## src/rtl/key_debounce_if.sv

```systemverilog
// key_debounce_if: raw key input plus debounced strobes/level of one key_debounce
// Ports: key_in raw active-low key; key_pulse press strobe; rel_pulse release strobe;
//        key_state debounced level (1 = held). slave = debouncer side, master = key/consumer side.
interface key_debounce_if;
  logic key_in;
  logic key_pulse;
  logic rel_pulse;
  logic key_state;
  modport master (output key_in, input key_pulse, rel_pulse, key_state);
  modport slave (input key_in, output key_pulse, rel_pulse, key_state);
endinterface

```

## src/rtl/key_debounce.sv

```systemverilog
// key_debounce: synchronizes a bouncing active-low key and qualifies each level change for CNT_MAX cycles
// Ports: sys_clk clock; sys_rst synchronous active-high reset;
//        kb.key_in raw key (0 = pressed); kb.key_pulse one-cycle press strobe;
//        kb.rel_pulse one-cycle release strobe; kb.key_state debounced level (1 = held)
module key_debounce #(
  parameter int unsigned CNT_MAX = 1_000_000
) (
  input logic sys_clk,
  input logic sys_rst,
  key_debounce_if.slave kb
);
  localparam int W = $clog2(CNT_MAX);
  localparam logic [W-1:0] LAST = W'(CNT_MAX - 1);
  typedef enum logic [1:0] {IDLE, PRESS_FILT, DOWN, REL_FILT} state_t;
  state_t state, state_nxt;
  logic [W-1:0] cnt, cnt_nxt;
  logic sync1, key_sync;
  logic key_pulse_nxt, rel_pulse_nxt, key_state_nxt;
  always_ff @(posedge sys_clk) begin
    if (sys_rst) begin
      sync1 <= 1'b1;
      key_sync <= 1'b1;
      state <= IDLE;
      cnt <= '0;
      kb.key_pulse <= 1'b0;
      kb.rel_pulse <= 1'b0;
      kb.key_state <= 1'b0;
    end else begin
      sync1 <= kb.key_in;
      key_sync <= sync1;
      state <= state_nxt;
      cnt <= cnt_nxt;
      kb.key_pulse <= key_pulse_nxt;
      kb.rel_pulse <= rel_pulse_nxt;
      kb.key_state <= key_state_nxt;
    end
  end
  // Filter states count consecutive cycles at the new level; any return to the old level restarts from the stable state.
  always_comb begin
    state_nxt = state;
    cnt_nxt = cnt;
    key_pulse_nxt = 1'b0;
    rel_pulse_nxt = 1'b0;
    key_state_nxt = kb.key_state;
    case (state)
      IDLE: begin
        if (!key_sync) begin
          state_nxt = PRESS_FILT;
          cnt_nxt = '0;
        end
      end
      PRESS_FILT: begin
        if (key_sync) begin
          state_nxt = IDLE;
          cnt_nxt = '0;
        end else if (cnt == LAST) begin
          state_nxt = DOWN;
          cnt_nxt = '0;
          key_pulse_nxt = 1'b1;
          key_state_nxt = 1'b1;
        end else begin
          cnt_nxt = cnt + W'(1);
        end
      end
      DOWN: begin
        if (key_sync) begin
          state_nxt = REL_FILT;
          cnt_nxt = '0;
        end
      end
      REL_FILT: begin
        if (!key_sync) begin
          state_nxt = DOWN;
          cnt_nxt = '0;
        end else if (cnt == LAST) begin
          state_nxt = IDLE;
          cnt_nxt = '0;
          rel_pulse_nxt = 1'b1;
          key_state_nxt = 1'b0;
        end else begin
          cnt_nxt = cnt + W'(1);
        end
      end
    endcase
  end
endmodule

```

## src/flat_wrapper.sv

```systemverilog
// flat-port wrapper written by rule: the top's interface ports become plain ports
module key_debounce_flat 
#(
  parameter int unsigned CNT_MAX = 1_000_000
)
  (sys_clk, sys_rst, kb_key_in, kb_key_pulse, kb_rel_pulse, kb_key_state);
  key_debounce_if kb_i ();
  input logic sys_clk;
  input logic sys_rst;
  input wire logic [$bits(kb_i.key_in)-1:0] kb_key_in;
  output wire logic [$bits(kb_i.key_pulse)-1:0] kb_key_pulse;
  output wire logic [$bits(kb_i.rel_pulse)-1:0] kb_rel_pulse;
  output wire logic [$bits(kb_i.key_state)-1:0] kb_key_state;
  assign kb_i.key_in = kb_key_in;
  assign kb_key_pulse = kb_i.key_pulse;
  assign kb_rel_pulse = kb_i.rel_pulse;
  assign kb_key_state = kb_i.key_state;
  key_debounce #(.CNT_MAX(CNT_MAX)) u_core (.sys_clk(sys_clk), .sys_rst(sys_rst), .kb(kb_i));
endmodule
```

## config.mk

```make
export PLATFORM = sky130hd
export DESIGN_NAME = key_debounce_flat
export DESIGN_NICKNAME = d
export VERILOG_FILES = /design/src/rtl/key_debounce_if.sv /design/src/rtl/key_debounce.sv /design/src/flat_wrapper.sv
export SDC_FILE = /design/constraint.sdc
export NUM_CORES = 1
export LEC_CHECK = 0
export ABC_AREA = 1
export CAP_MARGIN = 20
export CELL_PAD_IN_SITES_DETAIL_PLACEMENT = 1
export CELL_PAD_IN_SITES_GLOBAL_PLACEMENT = 1
export CORE_MARGIN = 5
export CORE_UTILIZATION = 42
export DETAILED_ROUTE_END_ITERATION = 10
export GPL_ROUTABILITY_DRIVEN = 0
export PLACE_DENSITY = 0.81
export SYNTH_ARGS = -nofsm -noshare
export SYNTH_HDL_FRONTEND = slang
export SYNTH_SLANG_ARGS = --single-unit
```

## constraint.sdc

```tcl
create_clock -name sys_clk -period 1.9 [get_ports sys_clk]
set_input_delay 0.285 -clock sys_clk [delete_from_list [all_inputs] [get_ports sys_clk]]
set_output_delay 0.285 -clock sys_clk [all_outputs]
set_load 0.1 [all_outputs]
```

==> qor.yml <==
power_and_ir_drop:
  p_clk_share_pct: 28.0
  power_frac_seq_pct: 60.5
  switchingPower_mw: 0.273
  combPwrFrac_pct: 11.6
  p_int_mw: 0.693
  swShare_pct: 28.3
  p_leak_nw: 0.583
  vdd_ir_drop_max_v: 0.000308
  power.density_nw_per_um2: 590
timing:
  slew_violations: 0
  finClkSkew_ns: 0.00398
  finalHoldViolCount: 0
  finalWorstSetupSlack_ns: 0.232
  setup_viol: 0
  tightest_slew_ns: 0.435
  clock.fmax_ghz: 0.600
  tns_ns: 0
  period_minus_slack_ns: 1.67
  slew_headroom_pct: 70.9
  fin_crit_sh_pct: 87.8
  rsz0062_at_grt: "false"
route:
  antenna_left: 0
  vias: 1476
  drc: 0
  drt-initial-drc-count: 60
  wl_per_cell_microns: 13.4
  via_per_inst: 5.02
  drt-pass1-iter-count: 4
  wl_microns: 3950
clocking:
  clkTransAtPathRegs_ns: 0.16
  clock-sinks: 27
  root_buffer: "clkbuf_4"
  cts-htree-levels: 1
  ctsHoldBuffers: 0
  cts_made_buffers: 3
  clock_latency_ns: 0.34
  clock_path_buffers: 2
  cts_tree: "done"
  cts_resized: 0
  cts_setup_buffers: 0
worst_setup_path:
  slowest_delay_ns: 0.36
  worst_path_most_repeated_cell: "nor2_4"
  crit_type: "register to register"
  cp_max_fo: 18
  slowest_stage: "dfxtp_1"
  worstSetupStartpointType: "register"
  crit_buf_inv: 0
  critPathCaptureType: "register"
  crit_family: "simple AND/OR/NAND/NOR gates"
  crit_required_ns: 2.18
  path_cells: "ha_1, nand3_2, nor2_4, nand3_2, nor2_4, nor2_4, o21ai_0, a21oi_1"
  crit_arrival_ns: 1.95
floorplan:
  die_w_microns: 70.1
  rows: 21
  start_util_pct: 44.5
  die-area_sq_um: 4920
  core_area_sq_um: 3420
  pin_count: 6
  fp.dieH_microns: 70.1
placed_design:
  buffer_ports.inserted: 5
  place_area_sq_um: 1610
  place_ws_ns: 0.245
  dpl.hpwl_microns: 3050
  numPlacedInstances: 290
yosys:
  synth_enable_flop_cells: 0
  yosysTopAreaCell: "dfxtp_1"
  yosys-top-cells-count: "nand2_1 (69), nor2_1 (33), dfxtp_1 (27)"
  yosys-top-cells-area: "dfxtp_1 (36%), nand2_1 (17%), nand3_1 (8.2%)"
  syn_avg_cell_area_sq_um: 6.28
  synth_cell_types: 25
  ys.flop_type: "dfxtp_1"
  syn-cell-area_sq_um: 1520
  synth_nets: 246
  synth-seq-area-share_pct: 35.6
  synthArstFlopShare_pct: 0
  syn_inst: 242
  synth_most_common_cell: "nand2_1"
  ys_warn_count: 0
  ys_ff_latch: 27
  yosys.area.top_type_share_pct: 35.6
layout:
  drive_above_1_share_pct: 8.87
  fin_nets: 253
  diodes: 0
  nFillCells: 482
  syn_to_final_growth_pct: 7.91
  final_cell_count_no_fill: 294
  final_area_sq_um: 1640
grt:
  grtUsageTotal_pct: 16.9
  grt_pass1_wl_microns: 6850
  first_global_vias: 1433
  grt_max_degree: 19
  overflow: 0
  antenna_found_initial: 0
outcome:
  status: "finished, final reports clean"
flow_run:
  max_cap_viol_count: 0
min_path:
  hold_path_class: "register to register"
[final timing paths]
| path | cells past startpoint | slack, ns | endpoint | start |
|---|---|---|---|---|
| worst min register to register | 1 | 0.44 | u_core.key_sync | u_core.sync1 |
| worst max register to register | 8 | 0.23 | u_core.cnt[15] | u_core.cnt[0] |
| worst max-delay path | 8 | 0.23 | u_core.cnt[15] | u_core.cnt[0] |
| worst min-delay path | 1 | 0.44 | u_core.key_sync | u_core.sync1 |
[cell usage in the layout, fill, tap and decap left out, drive strengths merged]
master         Yosys  layout
nand2             70      70
nor2              38      38
dfxtp             27      27
nand3             27      27
inv               26      26
a21oi             17      17
o21ai             14      14
buf                3       6
or2                5       5
nand4              3       3
clkbuf             3       3
nor3               2       2
clkdlybuf4s50      0       2
clkinv             1       1
nor4               1       1
xnor2              1       1
o21a               1       1
o22ai              1       1
o21bai             1       1
ha                 1       1
clkinvlp           0       1
[state kept, by name, summed over array words and instances, names as in the netlist, named ones only]
name	cells
u_core.key_sync	1
u_core.state	1
u_core.sync1	1
u_core.cnt	20
u_core.kb.rel_pulse	1
u_core.kb.key_pulse	1
u_core.kb.key_state	1
[power groups by stage]
| stage | Combinational [mW] | Sequential (mW) | Clock [mW] |
|---|---|---|---|
| 6_report | 0.112 | 0.584 | 0.270 |
| 5_1_grt | 0.126 | 0.586 | 0.295 |
| 4_1_cts | 0.114 | 0.584 | 0.279 |
| 3_5_place_dp | 0.114 | 0.596 | 0 |
| 3_3_place_gp | 0.112 | 0.596 | 0 |
| 2_1_floorplan | 0.0743 | 0.593 | 0 |
[per-stage QoR]
step                util (%)  power, mW  hold slack, ns
finish                  48.0      0.966           0.444
global route            48.0       1.01           0.453
CTS                     48.0      0.978           0.450
detailed placement      47.1      0.710           0.412
global placement        47.1      0.708           0.391
floorplan                  -      0.668           0.389
[layer usage]
metal	wire, microns	track usage (%)	up-vias
met3	72	2.15	4
met5	0	0	-
met2	1810	27.8	12
met1	2040	24.0	680
met4	27	2.55	0
li1	-	-	780
[logic make-up (layout without fill, tap and decap cells)]
logic type	Yosys count	after routing	synth area share (%)
AND/OR/NAND/NOR	146	146	42.6
buffers and inverters	33	39	8.81
XOR/XNOR	1	1	0.577
adder cells (fa/ha/maj)	1	1	0.824
flip-flops	27	27	35.6
AO/OA/AOI/OAI	34	34	11.6
[area by class of cell]
class / count / area [sq um] / area share [%]
multi-input cells: 182 / 845 / 51.5
flip-flops and latches: 27 / 541 / 33.0
inverters: 27 / 101 / 6.18
repair buffers: 8 / 65.1 / 3.97
well taps: 46 / 57.6 / 3.51
clock buffers: 3 / 22.5 / 1.37
clock inverters: 1 / 7.51 / 0.458
No activity file was read; power rests on OpenSTA's default activity.
